### config.mk
export PLATFORM = sky130hd
export DESIGN_NAME = chroma_xform_seq
export DESIGN_NICKNAME = d
export VERILOG_FILES = /design/src/rtl/chroma_xform_seq.sv
export SDC_FILE = /design/constraint.sdc
export NUM_CORES = 1
export LEC_CHECK = 0
export ABC_AREA = 1
export BUFFER_PORTS_ARGS = -buffer_cell sky130_fd_sc_hd__buf_2
export CORE_ASPECT_RATIO = 1.2
export CORE_MARGIN = 2
export CORE_UTILIZATION = 35
export CTS_BUF_LIST = sky130_fd_sc_hd__clkbuf_8 sky130_fd_sc_hd__clkbuf_16
export CTS_CLUSTER_SIZE = 24
export DETAILED_ROUTE_END_ITERATION = 7
export PLACE_DENSITY = 0.52
export SLEW_MARGIN = 20
export SYNTH_ARGS = -nofsm -noshare
export SYNTH_HDL_FRONTEND = slang
export SYNTH_SLANG_ARGS = --single-unit
export TNS_END_PERCENT = 50
### constraint.sdc
create_clock -name CLK2 -period 1.5 [get_ports CLK2]
set_input_delay 0.075 -clock CLK2 [delete_from_list [all_inputs] [get_ports CLK2]]
set_output_delay 0.075 -clock CLK2 [all_outputs]
set_load 0.03 [all_outputs]
### src/rtl/chroma_xform_seq.sv
// Phase sequencer for the chroma transform datapath: load, setup, per-block forward pass,
// then per-block output with bounded feedback wait, repeated per channel.
module chroma_xform_seq #(
    parameter int NBLK     = 4,
    parameter int NCH      = 2,
    parameter int IN_WORDS = 16,
    parameter int PRE_LEN  = 3,
    parameter int FWD_LEN  = 4,
    parameter int OUT_LEN  = 6,
    parameter int FB_TMO   = 255,
    parameter int CW       = 8,
    localparam int BW      = $clog2(NBLK) + 1,
    localparam int CHW     = $clog2(NCH) + 1
) (
    input  logic           CLK2,
    input  logic           NEWLINE,
    input  logic           STROBEI,
    input  logic           READYO,
    input  logic           FBSTROBE,
    input  logic           fbpending,
    output logic           ph_load,
    output logic           ph_pre,
    output logic           ph_fwd,
    output logic           ph_out,
    output logic           ph_fb,
    output logic [CW-1:0]  step,
    output logic [BW-1:0]  blk,
    output logic [CHW-1:0] ch,
    output logic           ch_done,
    output logic           mb_done,
    output logic           fb_err,
    output logic           drop_err
);

    typedef enum logic [2:0] {
        S_IDLE, S_PRE, S_FWD, S_WAIT, S_OUT, S_FB, S_DONE
    } state_t;

    state_t        state;
    logic [CW-1:0] wcnt;
    logic [CW-1:0] tmo;
    logic          fb_busy;

    assign fb_busy = fbpending | FBSTROBE;

    always_ff @(posedge CLK2) begin
        if (NEWLINE) begin
            state    <= S_IDLE;
            step     <= '0;
            blk      <= '0;
            ch       <= '0;
            wcnt     <= '0;
            tmo      <= '0;
            fb_err   <= 1'b0;
            drop_err <= 1'b0;
        end else begin
            if (STROBEI && state != S_IDLE)
                drop_err <= 1'b1;
            case (state)
                S_IDLE: begin
                    if (STROBEI) begin
                        if (wcnt == CW'(IN_WORDS - 1)) begin
                            wcnt  <= '0;
                            step  <= '0;
                            state <= S_PRE;
                        end else begin
                            wcnt <= wcnt + CW'(1);
                        end
                    end
                end
                S_PRE: begin
                    if (step == CW'(PRE_LEN - 1)) begin
                        step  <= '0;
                        blk   <= '0;
                        state <= S_FWD;
                    end else begin
                        step <= step + CW'(1);
                    end
                end
                S_FWD: begin
                    if (step == CW'(FWD_LEN - 1)) begin
                        step <= '0;
                        if (blk < BW'(NBLK - 1)) begin
                            blk <= blk + BW'(1);
                        end else begin
                            blk   <= '0;
                            state <= S_WAIT;
                        end
                    end else begin
                        step <= step + CW'(1);
                    end
                end
                S_WAIT: begin
                    if (READYO) begin
                        step  <= '0;
                        state <= S_OUT;
                    end
                end
                S_OUT: begin
                    if (step == CW'(OUT_LEN - 1)) begin
                        step  <= '0;
                        tmo   <= '0;
                        state <= S_FB;
                    end else begin
                        step <= step + CW'(1);
                    end
                end
                S_FB: begin
                    if (fb_busy && tmo < CW'(FB_TMO)) begin
                        tmo <= tmo + CW'(1);
                    end else begin
                        // Still busy here means the wait was cut short by the timeout.
                        if (fb_busy)
                            fb_err <= 1'b1;
                        if (blk < BW'(NBLK - 1)) begin
                            blk   <= blk + BW'(1);
                            state <= S_WAIT;
                        end else begin
                            state <= S_DONE;
                        end
                    end
                end
                S_DONE: begin
                    ch    <= (ch == CHW'(NCH - 1)) ? '0 : ch + CHW'(1);
                    blk   <= '0;
                    state <= S_IDLE;
                end
                default: begin
                    state <= S_IDLE;
                    step  <= '0;
                    blk   <= '0;
                    ch    <= '0;
                    wcnt  <= '0;
                    tmo   <= '0;
                end
            endcase
        end
    end

    assign ph_load = (state == S_IDLE);
    assign ph_pre  = (state == S_PRE);
    assign ph_fwd  = (state == S_FWD);
    assign ph_out  = (state == S_OUT);
    assign ph_fb   = (state == S_FB);
    assign ch_done = (state == S_DONE);
    assign mb_done = (state == S_DONE) && (ch == CHW'(NCH - 1));

endmodule

======== After elaboration in Yosys (flattened, before gate mapping) ========
Cells that the tools add are included.
word-level totals
  register bits after elaboration ......... 34
  bits in latches ......................... 0
  bits in writable memories ............... 0
  bits in read-only memories .............. 0
  input port bits ......................... 6
  output and inout port bits .............. 22
  word-level logic and storage cells ...... 89
  memories ................................ 0
operators by class
  add/subtract/negate cells ............... 5
  multiply operators ...................... 0
  div/mod/pow operators ................... 0
  magnitude comparators ................... 2
  equal/unequal tests ..................... 21
  shift operators ......................... 0
  muxes and demuxes ....................... 31
  bitwise gates (word level) .............. 6
  reductions and logical operators ........ 16
operators by type and width
  kind                                            count
  2-to-1 mux 8 bit                                10
  one-hot mux 8 bit (6 select lines)              1
  2-to-1 mux 3 bit                                14
  adder 8 x 1 -> 8 bit (second input constant)    3
  one-hot mux 8 bit (3 select lines)              1
  one-hot mux 3 bit (6 select lines)              1
  == test 8 x 2 -> 1 bit (second input constant)  2
  one-hot mux 8 bit (2 select lines)              1
  != test 2 x 1 -> 1 bit (second input constant)  6
  one-hot mux 3 bit (4 select lines)              1
  OR reduction 6 bit                              2
  == test 3 bit (second input constant)           3
  == test 8 x 3 -> 1 bit (second input constant)  1
  == test 8 x 4 -> 1 bit (second input constant)  1
  < comparator 8 bit (second input constant)      1
  != test 2 bit (second input constant)           4
  AND reduction 8 bit                             1
  == test 3 x 2 -> 1 bit (second input constant)  2
  AND reduction 3 bit                             2
  inverter 1 bit                                  5
  AND reduction 5 bit                             1
  OR reduction 5 bit                              1
  one-hot mux 2 bit (2 select lines)              1
  AND reduction 4 bit                             1
  other kinds (13)                                15

======== Longest topological paths before layout ========
Gate-level depths: netlist (run 1).
  depth after elaboration ................. 4
  gate-level depth with buffers ........... 13
  gate-level depth less buffers ........... 11

======== Least setup slack after synthesis (run 1) ========
Ideal clock, no wire load.
  path kind ............................... flip-flop to flip-flop
  from .................................... reg step[0]
  to ...................................... reg tmo[5]
  library setup time ...................... 117 ps
  data arrival time ....................... 1546 ps
  data required time ...................... 1383 ps
  slack ................................... -163 ps
  stages on the path, launching flop included .. 10
  buffers on the path ..................... 1
  clock period less this slack ............ 1663 ps
  cell sequence ........................... dfxtp_1 > ha_1 > nand3_1 > nor2_1 > nor2_1 > nor2_1 > nand2_1 > buf_6 > o21ai_0 > nor2_1
on the way
  cells in the longest elaborated chain, start to end .. 3
RTL lines
  item                                     RTL line  source
  start, declared                          26        output logic [CW-1:0] step,
  start signal, assigned                   77        step <= step + CW'(1);
  start signal, assigned                   90        step <= step + CW'(1);
  start signal, assigned                   105       step <= step + CW'(1);
  == test 8 x 3 -> 1 bit                   100       if (step == CW'(OUT_LEN - 1)) begin
  != test 2 x 1 -> 1 bit (no source line)  -
  AND reduction 3 bit (no source line)     -
  end signal, assigned                     110       tmo <= tmo + CW'(1);
  end, declared                            41        logic [CW-1:0] tmo;
No other way between the ends.
A chain may end at the register's enable or synchronous reset.

======== Worst setup path after layout (run 1) ========
  from .................................... reg state[1]
  to ...................................... reg step[6]
on the way
  cells in the longest elaborated chain, start to end .. 4
  elaborated cells on any way between the ends .. 14
  those cells by class .................... eq/ne (9); mux (1); bitwise (1); reduce/logical (3)
RTL lines
  item                                                                                        RTL line  source
  start, declared                                                                             39        state_t state;
  start signal, assigned                                                                      48        state <= S_IDLE;
  start signal, assigned                                                                      65        state <= S_PRE;
  start signal, assigned                                                                      75        state <= S_FWD;
  parallel branches: the longest is 4 deep, another holds one-hot mux 8 bit (6 select lines)  -
Parallel ways; which one is timed is not known.

==> results of run 1 <==
==> worst reg2reg max path, delay by kind of cell, from the launching register on <==
kind	cells	cell delay (ns)
and+or+nand+nor	4	0.58
DFF	1	0.38
buffers and inverters	2	0.30
AOI/OAI and AO/OA	1	0.16
==> layout by cell type, fill, tap and decap left out, types with 2 or more instances in the layout <==
master / n
sky130_fd_sc_hd__buf_2: 24
sky130_fd_sc_hd__o21bai_1: 2
sky130_fd_sc_hd__nand3_4: 2
sky130_fd_sc_hd__ha_1: 2
sky130_fd_sc_hd__buf_4: 50
sky130_fd_sc_hd__nand3_1: 20
sky130_fd_sc_hd__clkbuf_8: 5
sky130_fd_sc_hd__o31ai_1: 2
sky130_fd_sc_hd__nand2_2: 11
sky130_fd_sc_hd__nand2_1: 67
sky130_fd_sc_hd__dfxtp_4: 2
sky130_fd_sc_hd__o211ai_1: 3
sky130_fd_sc_hd__xor2_1: 5
sky130_fd_sc_hd__ha_4: 3
sky130_fd_sc_hd__xnor2_1: 2
sky130_fd_sc_hd__nand3_2: 5
sky130_fd_sc_hd__dfxtp_1: 24
sky130_fd_sc_hd__nand4_1: 4
sky130_fd_sc_hd__nor2_2: 7
sky130_fd_sc_hd__o21ai_2: 3
sky130_fd_sc_hd__inv_1: 33
sky130_fd_sc_hd__buf_12: 3
sky130_fd_sc_hd__a21oi_2: 2
sky130_fd_sc_hd__nand2_4: 3
sky130_fd_sc_hd__nor2_1: 43
sky130_fd_sc_hd__o21ai_4: 3
sky130_fd_sc_hd__dfxtp_2: 8
sky130_fd_sc_hd__inv_2: 8
sky130_fd_sc_hd__clkinv_2: 2
sky130_fd_sc_hd__or2_2: 4
sky130_fd_sc_hd__o21ai_0: 6
sky130_fd_sc_hd__o21ai_1: 4
sky130_fd_sc_hd__nor3_1: 2
sky130_fd_sc_hd__a21oi_1: 21
sky130_fd_sc_hd__inv_4: 2
sky130_fd_sc_hd__nor2_4: 6
sky130_fd_sc_hd__clkbuf_4: 2
==> per-layer routing <==
metal  share of wire [%]  track usage [%]
met1                  44             21.7
met3                 3.7             3.95
met5                   0                0
met4                 1.3             5.36
met2                  51             31.1
==> power groups by stage <==
| stage | Sequential [mW] | Clock, mW | Combinational [mW] |
|---|---|---|---|
| 6_report | 1.22 | 0.855 | 3.13 |
| 4_1_cts | 1.20 | 0.881 | 2.92 |
| 5_1_grt | 1.24 | 0.905 | 3.46 |
| 2_1_floorplan | 1.30 | 0 | 1.58 |
| 3_3_place_gp | 1.20 | 0 | 2.74 |
| 3_5_place_dp | 1.20 | 0 | 2.75 |
==> stage by stage <==
| step | power, mW | instances |
|---|---|---|
| floorplan | 2.88 | 322 |
| global placement | 3.94 | 475 |
| detailed placement | 3.95 | 475 |
| CTS | 4.99 | 483 |
| global route | 5.61 | 488 |
| finish | 5.20 | 488 |
==> cell type report <==
| class | count | area, um2 |
|---|---|---|
| clock buffer | 5 | 68.8 |
| clock inverter | 3 | 40.0 |
| fill | 616 | 2840 |
| inverter | 43 | 166 |
| multi-input combinational | 240 | 1410 |
| sequential | 34 | 698 |
| tap | 82 | 103 |
| timing repair buffer | 81 | 607 |
==> registers in the layout, summed over array words and instances, names as in the netlist <==
signal and count:
step 8, blk 3, tmo 8, state 3, drop_err 1, wcnt 8, ch 2, fb_err 1
==> worst paths after layout <==
| kind | endpoint | slack [ns] |
|---|---|---|
| setup / recovery | step[6]$_SDFFE_PP0P_ | -0.008 |
| hold / removal | drop_err$_SDFFE_PP0P_ | 0.07 |
| setup reg to reg | step[6]$_SDFFE_PP0P_ | -0.008 |
| hold reg to reg | fb_err$_SDFFE_PP0P_ | 0.45 |
==> what timing repair did <==
item                                    CTS  global route
pin swaps                                 2            23
setup buffers                             0             4
resized for setup                        16            45
cloned                                    0             1
endpoints found under the setup margin   22            30
hold buffers                              0             0
==> cell families (layout without fill, tap and decap cells) <==
family / count (synthesis) / in the layout / share of synthesized area [%]
AND/OR/NAND/NOR: 178 / 178 / 38.0
flip-flops: 34 / 34 / 32.3
buffers and inverters: 48 / 132 / 9.43
XOR/XNOR: 7 / 7 / 2.91
adder cells (fa/ha/maj): 6 / 6 / 3.56
AO/OA/AOI/OAI: 49 / 49 / 13.9
==> results, run 1 <==
- For this block, the routed nets add up to 5.61 mm of wire.
- Synthesis produced a netlist with a net count of 334.
- The category of the most critical setup path is register to register.
- Once layout is done, the placed cells without fillers occupy 0.00310 mm2.
- Detailed placement ended at an HPWL of 4.20 mm.
- The critical path starts at state[1]$_SDFFE_PP0P_.
- The netlist uses 36 different library cells.
- Dividing the synthesized area by the synthesized cell count gives 6.55 um2.
- The final-layout setup total negative slack is -0.0118 ns.
- The CTS tree is built.
- The cell area that synthesis handed to floorplanning was 0.00211 mm2.
- The fraction of power spent switching nets is 44.4%.
- Global routing finished with a remaining overflow of 0.
- Setup repair after global routing could not meet its margin everywhere.
- The sequential share of power is 23.4%.
- The vertical die dimension is 89.0 um.
- The most common cell in the synthesized netlist is sky130_fd_sc_hd__nand2_1.
- After synthesis, flip-flops and latches occupy 32.3% of the total area.
- The register bit total from synthesis is 34.
- For the pin with the worst max-slew slack, the measured transition is 0.516 ns.
- The cell at the root of the clock tree is sky130_fd_sc_hd__clkbuf_8.
- The element type at the critical path start is a register.
- The analysis attributes to cell leakage a power of 1.42 nW.
- Sorting the synthesized cells by how often they occur yields sky130_fd_sc_hd__nand2_1 (78), sky130_fd_sc_hd__nor2_1 (50), sky130_fd_sc_hd__inv_1 (35).
- The final reports fail on negative setup slack.
- The critical path runs through a total of 7 cells.
- In the post-route analysis, the smallest setup slack over all paths is -0.00757 ns.
- The fraction of synthesized cell area taken by the top area cell type is 32.3%.
- Input and output buffers added on the ports amount to 27.
- The number of design rule violations left after detail routing is 0.
- Cell internal power was estimated by the tool at 2.89 mW.
- The congestion estimate from routability-driven global placement came to 0.794.
- At the worst endpoint, the arrival time is 1.72 ns.
- The number of standard-cell rows in the floorplan is 31.
- The clock tree skew after final layout is 0.00773 ns.
- Global routing used 17.8% of the available tracks across all layers.
- The clock transition time at the flip-flop clock pins of the worst setup and hold paths is 0.08 ns.
- Yosys attributes the largest share of cell area to sky130_fd_sc_hd__dfxtp_1 (32%), sky130_fd_sc_hd__nand2_1 (14%), sky130_fd_sc_hd__nor2_1 (8.9%), sky130_fd_sc_hd__inv_1 (6.2%), sky130_fd_sc_hd__nand3_1 (5.7%).
- The final-report setup violation count is 2.
- The synthesized design spends more area on one cell type than any other, namely sky130_fd_sc_hd__dfxtp_1.
- The core region area is 0.00593 mm2.
- The buffers plus inverters on the worst setup path is 2.
- For the worst-skew pair, the clock arrives at the later sink with an insertion delay of 0.30 ns.
- The cell depth of the worst hold path is 3.
- For this design, the slowest cell found on the critical path is sky130_fd_sc_hd__dfxtp_2.
- The worst slack at placement is -0.0913 ns.
- The startpoint identified for the worst register-to-register timing path is state[1]$_SDFFE_PP0P_.
- On the critical path the largest part of the delay comes from simple AND/OR/NAND/NOR gates.
- The via total after detailed routing is 2238.
- The detail-routed via count per cell is 4.59.
- The worst hold path belongs to the class primary input to register.
- The maximum fanout count along the critical path is 8.
- Entering global routing, the biggest net connects 15 pins.
- The largest single stage delay on the critical path is 0.38 ns.
- The average routed wire per standard cell is 11.5 um.
- The via count of the first global-routing pass came to 2120.
- The initial antenna violation count came to 0.
- The number of hold-slack violations in the final timing report came to 0.
- VDD sags by at most 0.897 mV.
- The share of synthesized registers carrying an async set or reset is 0%.
- The required time of the worst setup path is 1.72 ns.
- The peak clock frequency supported by timing is 663 MHz.
- The analysis attributes to net switching a power of 2.31 mW.
- Walking the worst path, the cells encountered are buf_4 -> nand3_1 -> or2_1 -> nand3_4 -> buf_4 -> nand2_1 -> a21oi_1.
- For this design the ratio of total power to cell area is 1680 mW/mm2.
- The count of TritonRoute iterations in the first routing pass is 4.
- Headroom to the max-slew limit came out at 65.6%.
- The start point of the worst min-delay path is STROBEI.
- The worst setup path is captured at a register.
- The most frequently used flop master after synthesis is sky130_fd_sc_hd__dfxtp_1.
- The number of H-tree levels is 2.
- Counting I/O delays and the setup requirement, the final critical path takes 1.51 ns.
- Counting the buffers created by CTS gives 5.
- The first-pass GRT wire length is 9.26 mm.
- The share of final-layout standard cells stronger than drive strength 1 is 39.9%.
- The initial core utilization is 35.5%.
- The final layout contains 417 nets.
- The share of the cycle needed by the critical path after routing is 101%.
- The number of cells on the worst reg-to-reg path is 7.
- The floorplan die area is 0.00667 mm2.
- The logic gate share of total power is 60.2%.
- The number of antenna diodes in the final layout is 0.
- Across the run, the number of max-cap violations was 0.
- The run finished, with violations left.
- The final count of pins violating max slew is 0.
- The boundary pin count is 28.
- In this run the deepest clock path goes through 2 buffers.
- The clock share of power is 16.4%.
- The horizontal die dimension is 74.9 um.
- In this run, synthesis inferred 0 flip-flops with an integrated enable.
- Yosys printed 0 warnings.
- In this run the remaining antenna-violating nets after routing total 0.
- The number of instances in the synthesized netlist is 322.
- The number of violations reported at the end of detailed-routing iteration 0 is 58.
- The total number of clock tree sinks is 34.
- The total placed instance area is 0.00272 mm2.
- From synthesis to final layout, the design area changed by 46.8%.
- The cell repeated most along the worst path is sky130_fd_sc_hd__buf_4.
- At the end of the flow the core is filled with cells to 52.2%.
- Hold timing on the final database bottoms out at a slack of 0.0708 ns.
Note: power is estimated with default switching activity, not from simulation.
==> run 2, diff against run 1 <==
Clock period 1.5 ns to 1.4 ns, I/O delays scaled along.
==> run 2 against run 1 <==
Compared with the run above:
- the flow still finishes with violations (negative setup slack)
- clock power is 3.4% higher
- critical path depth is 3 higher
- hold slack better by 0.013 ns
- sequential share of layout area is 1.9 points lower
- sequential cell count is the same
- highest routed layer unchanged
- global-route usage increased by 0.74 points
- largest cell class unchanged
==> results, run 2 (synthesis gave the netlist of run 1 again) <==
- The placed cell count was 489 (+2.9%).
- The worst hold path belongs to the class primary input to register.
- The start point of the worst min-delay path is STROBEI.
- Among cell families on the critical path, the largest total delay comes from simple AND/OR/NAND/NOR gates.
- The maximum fanout count along the critical path came to 5 (-3).
- The area added between synthesis and finish is 63.6%.
- In the layout the commonest cells are sky130_fd_sc_hd__buf_4 (63), sky130_fd_sc_hd__nand2_1 (59), sky130_fd_sc_hd__nor2_1 (43), sky130_fd_sc_hd__inv_1 (31), sky130_fd_sc_hd__buf_2 (21).
- The via total after detailed routing is 2323 (+3.8%).
- The core region area is 0.00593 mm2 (unchanged).
- The worst-case headroom to the max-slew limit is 59.5% (-6.1 points).
- The number of H-tree levels is 2 (unchanged).
- The average routed wire per standard cell came to 12.2 um (+6.5%).
- The measured slew at the worst slew-check pin is 0.607 ns (+0.0909 ns).
- The via count of the first global-routing pass came to 2052 (-3.2%).
- The initial core utilization is 35.5% (unchanged).
- The boundary pin count is 28 (unchanged).
- TritonCTS built the clock tree.
- The number of routed nets with antenna violations came to 0 (unchanged).
- The peak clock frequency supported by timing is 654 MHz (-1.4%).
- The required time of the worst setup path is 1.62 ns (-0.10 ns).
- STA classifies the critical path endpoint as a register.
- The library cell used most frequently in the layout, excluding fill and tap cells, is sky130_fd_sc_hd__buf_4.
- The first-pass GRT wire length is 9.35 mm (+0.97%).
- The cell depth of the worst hold path is 3 (unchanged).
- The layout net count is 438 (+5.0%).
- The initial antenna violation count is 0 (unchanged).
- The share of the cycle needed by the critical path after routing is 109% (+8.7 points).
- The minimum clock period came to 1.53 ns (+0.0219 ns).
- The largest registers in the layout are step (8), tmo (8), wcnt (8).
- The insertion delay of the later-clocked pin in the worst-skew pair is 0.29 ns (about the same).
- The horizontal die dimension is 74.9 um (unchanged).
- The standard cell with the maximum stage delay on the critical path is sky130_fd_sc_hd__dfxtp_4.
- The startpoint of the most critical register-to-register path is step[1]$_SDFFE_PP0P_.
- The setup slack after layout is -0.130 ns (-0.122 ns).
- The element type at the critical path start is a register.
- The count of TritonRoute iterations in the first routing pass is 4 (unchanged).
- The weighted congestion at the end of routability-driven global placement came to 0.816 (+2.7%).
- Walking the worst path, the cells encountered are buf_6 -> ha_4 -> nand2_4 -> o21ai_4 -> nand2_2 -> nor2_4 -> nand2_2 -> nand2_1 -> nand2_1 -> nor2_1.
- The vertical die dimension is 89.0 um (unchanged).
- The checks that failed: negative setup slack.
- The number of hold-slack violations in the final timing report is 0 (unchanged).
- The max-cap check violation count is 0 (unchanged).
- The worst ir drop on vdd came to 1.20 mV (+33%).
- The detailed placer's ending HPWL is 4.30 mm (+2.4%).
- The leakage power is 1.56 nW (+9.8%).
- The number of buffers inserted during clock tree synthesis is 5 (unchanged).
- The category of the most critical setup path is register to register.
- The clock tree skew after final layout came to 0.00789 ns (+0.000167 ns).
- The final-report setup violation count is 21 (+19).
- The final instance count without filler cells is 508 (+4.1%).
- The critical path starts at step[1]$_SDFFE_PP0P_.
- The peak per-stage delay on the critical path came to 0.38 ns (about the same).
- The power density over the cells is 1810 mW/mm2 (+7.8%).
- The floorplan die area was 0.00667 mm2 (unchanged).
- The fill cell total of the finished layout is 595 (-3.4%).
- The final count of pins violating max slew came to 0 (unchanged).
- In this run the clock root is driven by a sky130_fd_sc_hd__clkbuf_8.
- The number of buffers inserted by port buffering is 27 (unchanged).
- The share of final-layout standard cells stronger than drive strength 1 was 48.6% (+8.7 points).
- The cell count along the critical path is 10 (+3).
- The number of violations reported at the end of detailed-routing iteration 0 was 66 (+14%).
- The hold-fix buffer count after cts is 0 (unchanged).
- The final wirelength is 6.22 mm (+11%).
- The clock transition time at the flip-flop clock pins of the worst setup and hold paths came to 0.08 ns (about the same).
- The maximum number of pins on one net before global-route repair is 15 (unchanged).
- The number of design rule violations left after detail routing is 0 (unchanged).
- The total number of clock tree sinks came to 34 (unchanged).
- Setup repair after global routing could not meet its margin everywhere.
- The overflow left after global routing came to 0 (unchanged).
- The path depth of the worst reg2reg path is 10 (+3).
- The buffers plus inverters on the worst setup path is 1 (-1).
- The worst slack at placement is -0.212 ns (-0.121 ns).
- The antenna diode count is 0 (unchanged).
- The flow ran to the end, but the final reports show violations.
- The number of standard-cell rows in the floorplan is 31 (unchanged).
- The maximum buffer depth of the clock tree is 2 (unchanged).
- The total track usage came to 18.6% (+0.74 points).
- The detail-routed via count per cell was 4.57 (-0.29%).
- The worst endpoint data arrival time is 1.75 ns (+0.03 ns).
[run 2: cell types whose count changed in the layout (fill, tap and decap cells not counted), moves of 4 or more]
cell / delta
sky130_fd_sc_hd__buf_6: +14
sky130_fd_sc_hd__buf_4: +13
sky130_fd_sc_hd__nand2_1: -8
sky130_fd_sc_hd__nand2_2: +7
sky130_fd_sc_hd__nand3_1: -5
sky130_fd_sc_hd__dfxtp_1: -4
sky130_fd_sc_hd__dfxtp_4: +4
[run 2: through the flow]
stage          util, %  total power [mW]  hold slack, ns  setup TNS [ns]  instance area, um2
3_5_place_dp      48.4              4.29           0.369           -2.69                2870
4_1_cts           53.1              5.55          0.0672           -1.07                3150
2_1_floorplan        -              3.17           0.132         -0.0296                2180
5_1_grt           58.1              6.66          0.0772           -3.64                3450
6_report          58.1              6.25          0.0839           -1.17                3450
3_3_place_gp      48.4              4.29           0.371           -2.70                2870
[run 2: path summary, 6_finish.rpt]
| kind | to | slack [ns] |
|---|---|---|
| worst max-delay path | state[1]$_SDFFE_PP0P_ | -0.13 |
| worst min-delay path | drop_err$_SDFFE_PP0P_ | 0.08 |
| worst max register to register | state[1]$_SDFFE_PP0P_ | -0.13 |
| worst min register to register | fb_err$_SDFFE_PP0P_ | 0.45 |
[run 2: routing by layer]
metal	global-route usage (%)	part of all wire (%)	vias to the layer above
met4	7.14	1.7	0
met1	22.4	43	1045
met5	0	0	-
met3	3.61	2.7	9
li1	-	-	1235
met2	32.2	53	34
[run 2: area by class of cell]
cell class	count	area (um2)	area share (%)
well taps	82	103	2.97
repair buffers	101	787	22.8
clock buffers	7	108	3.12
inverters	43	179	5.18
multi-input cells	241	1560	45.3
flip-flops and latches	34	713	20.7
[run 2: what timing repair did]
item	4_1_cts	5_1_grt
pin swaps	12	25
resized for setup	41	65
setup endpoints to repair	36	36
endpoints found under the hold margin	0	0
cloned	0	2
buffers inserted	3	7
[run 2: tightest hold or removal path, cell delays in order]
cell and delay (ns):
sky130_fd_sc_hd__buf_2 0.12, sky130_fd_sc_hd__a21oi_1 0.07, sky130_fd_sc_hd__nor2_1 0.07
[run 2: power breakdown]
group	leakage, nW	total, mW	switching [mW]	internal [mW]
Sequential	0.284	1.36	0.207	1.16
Combinational	1.22	4.00	2.28	1.72
Clock	0.0555	0.884	0.386	0.498
Total	1.56	6.25	2.87	3.38
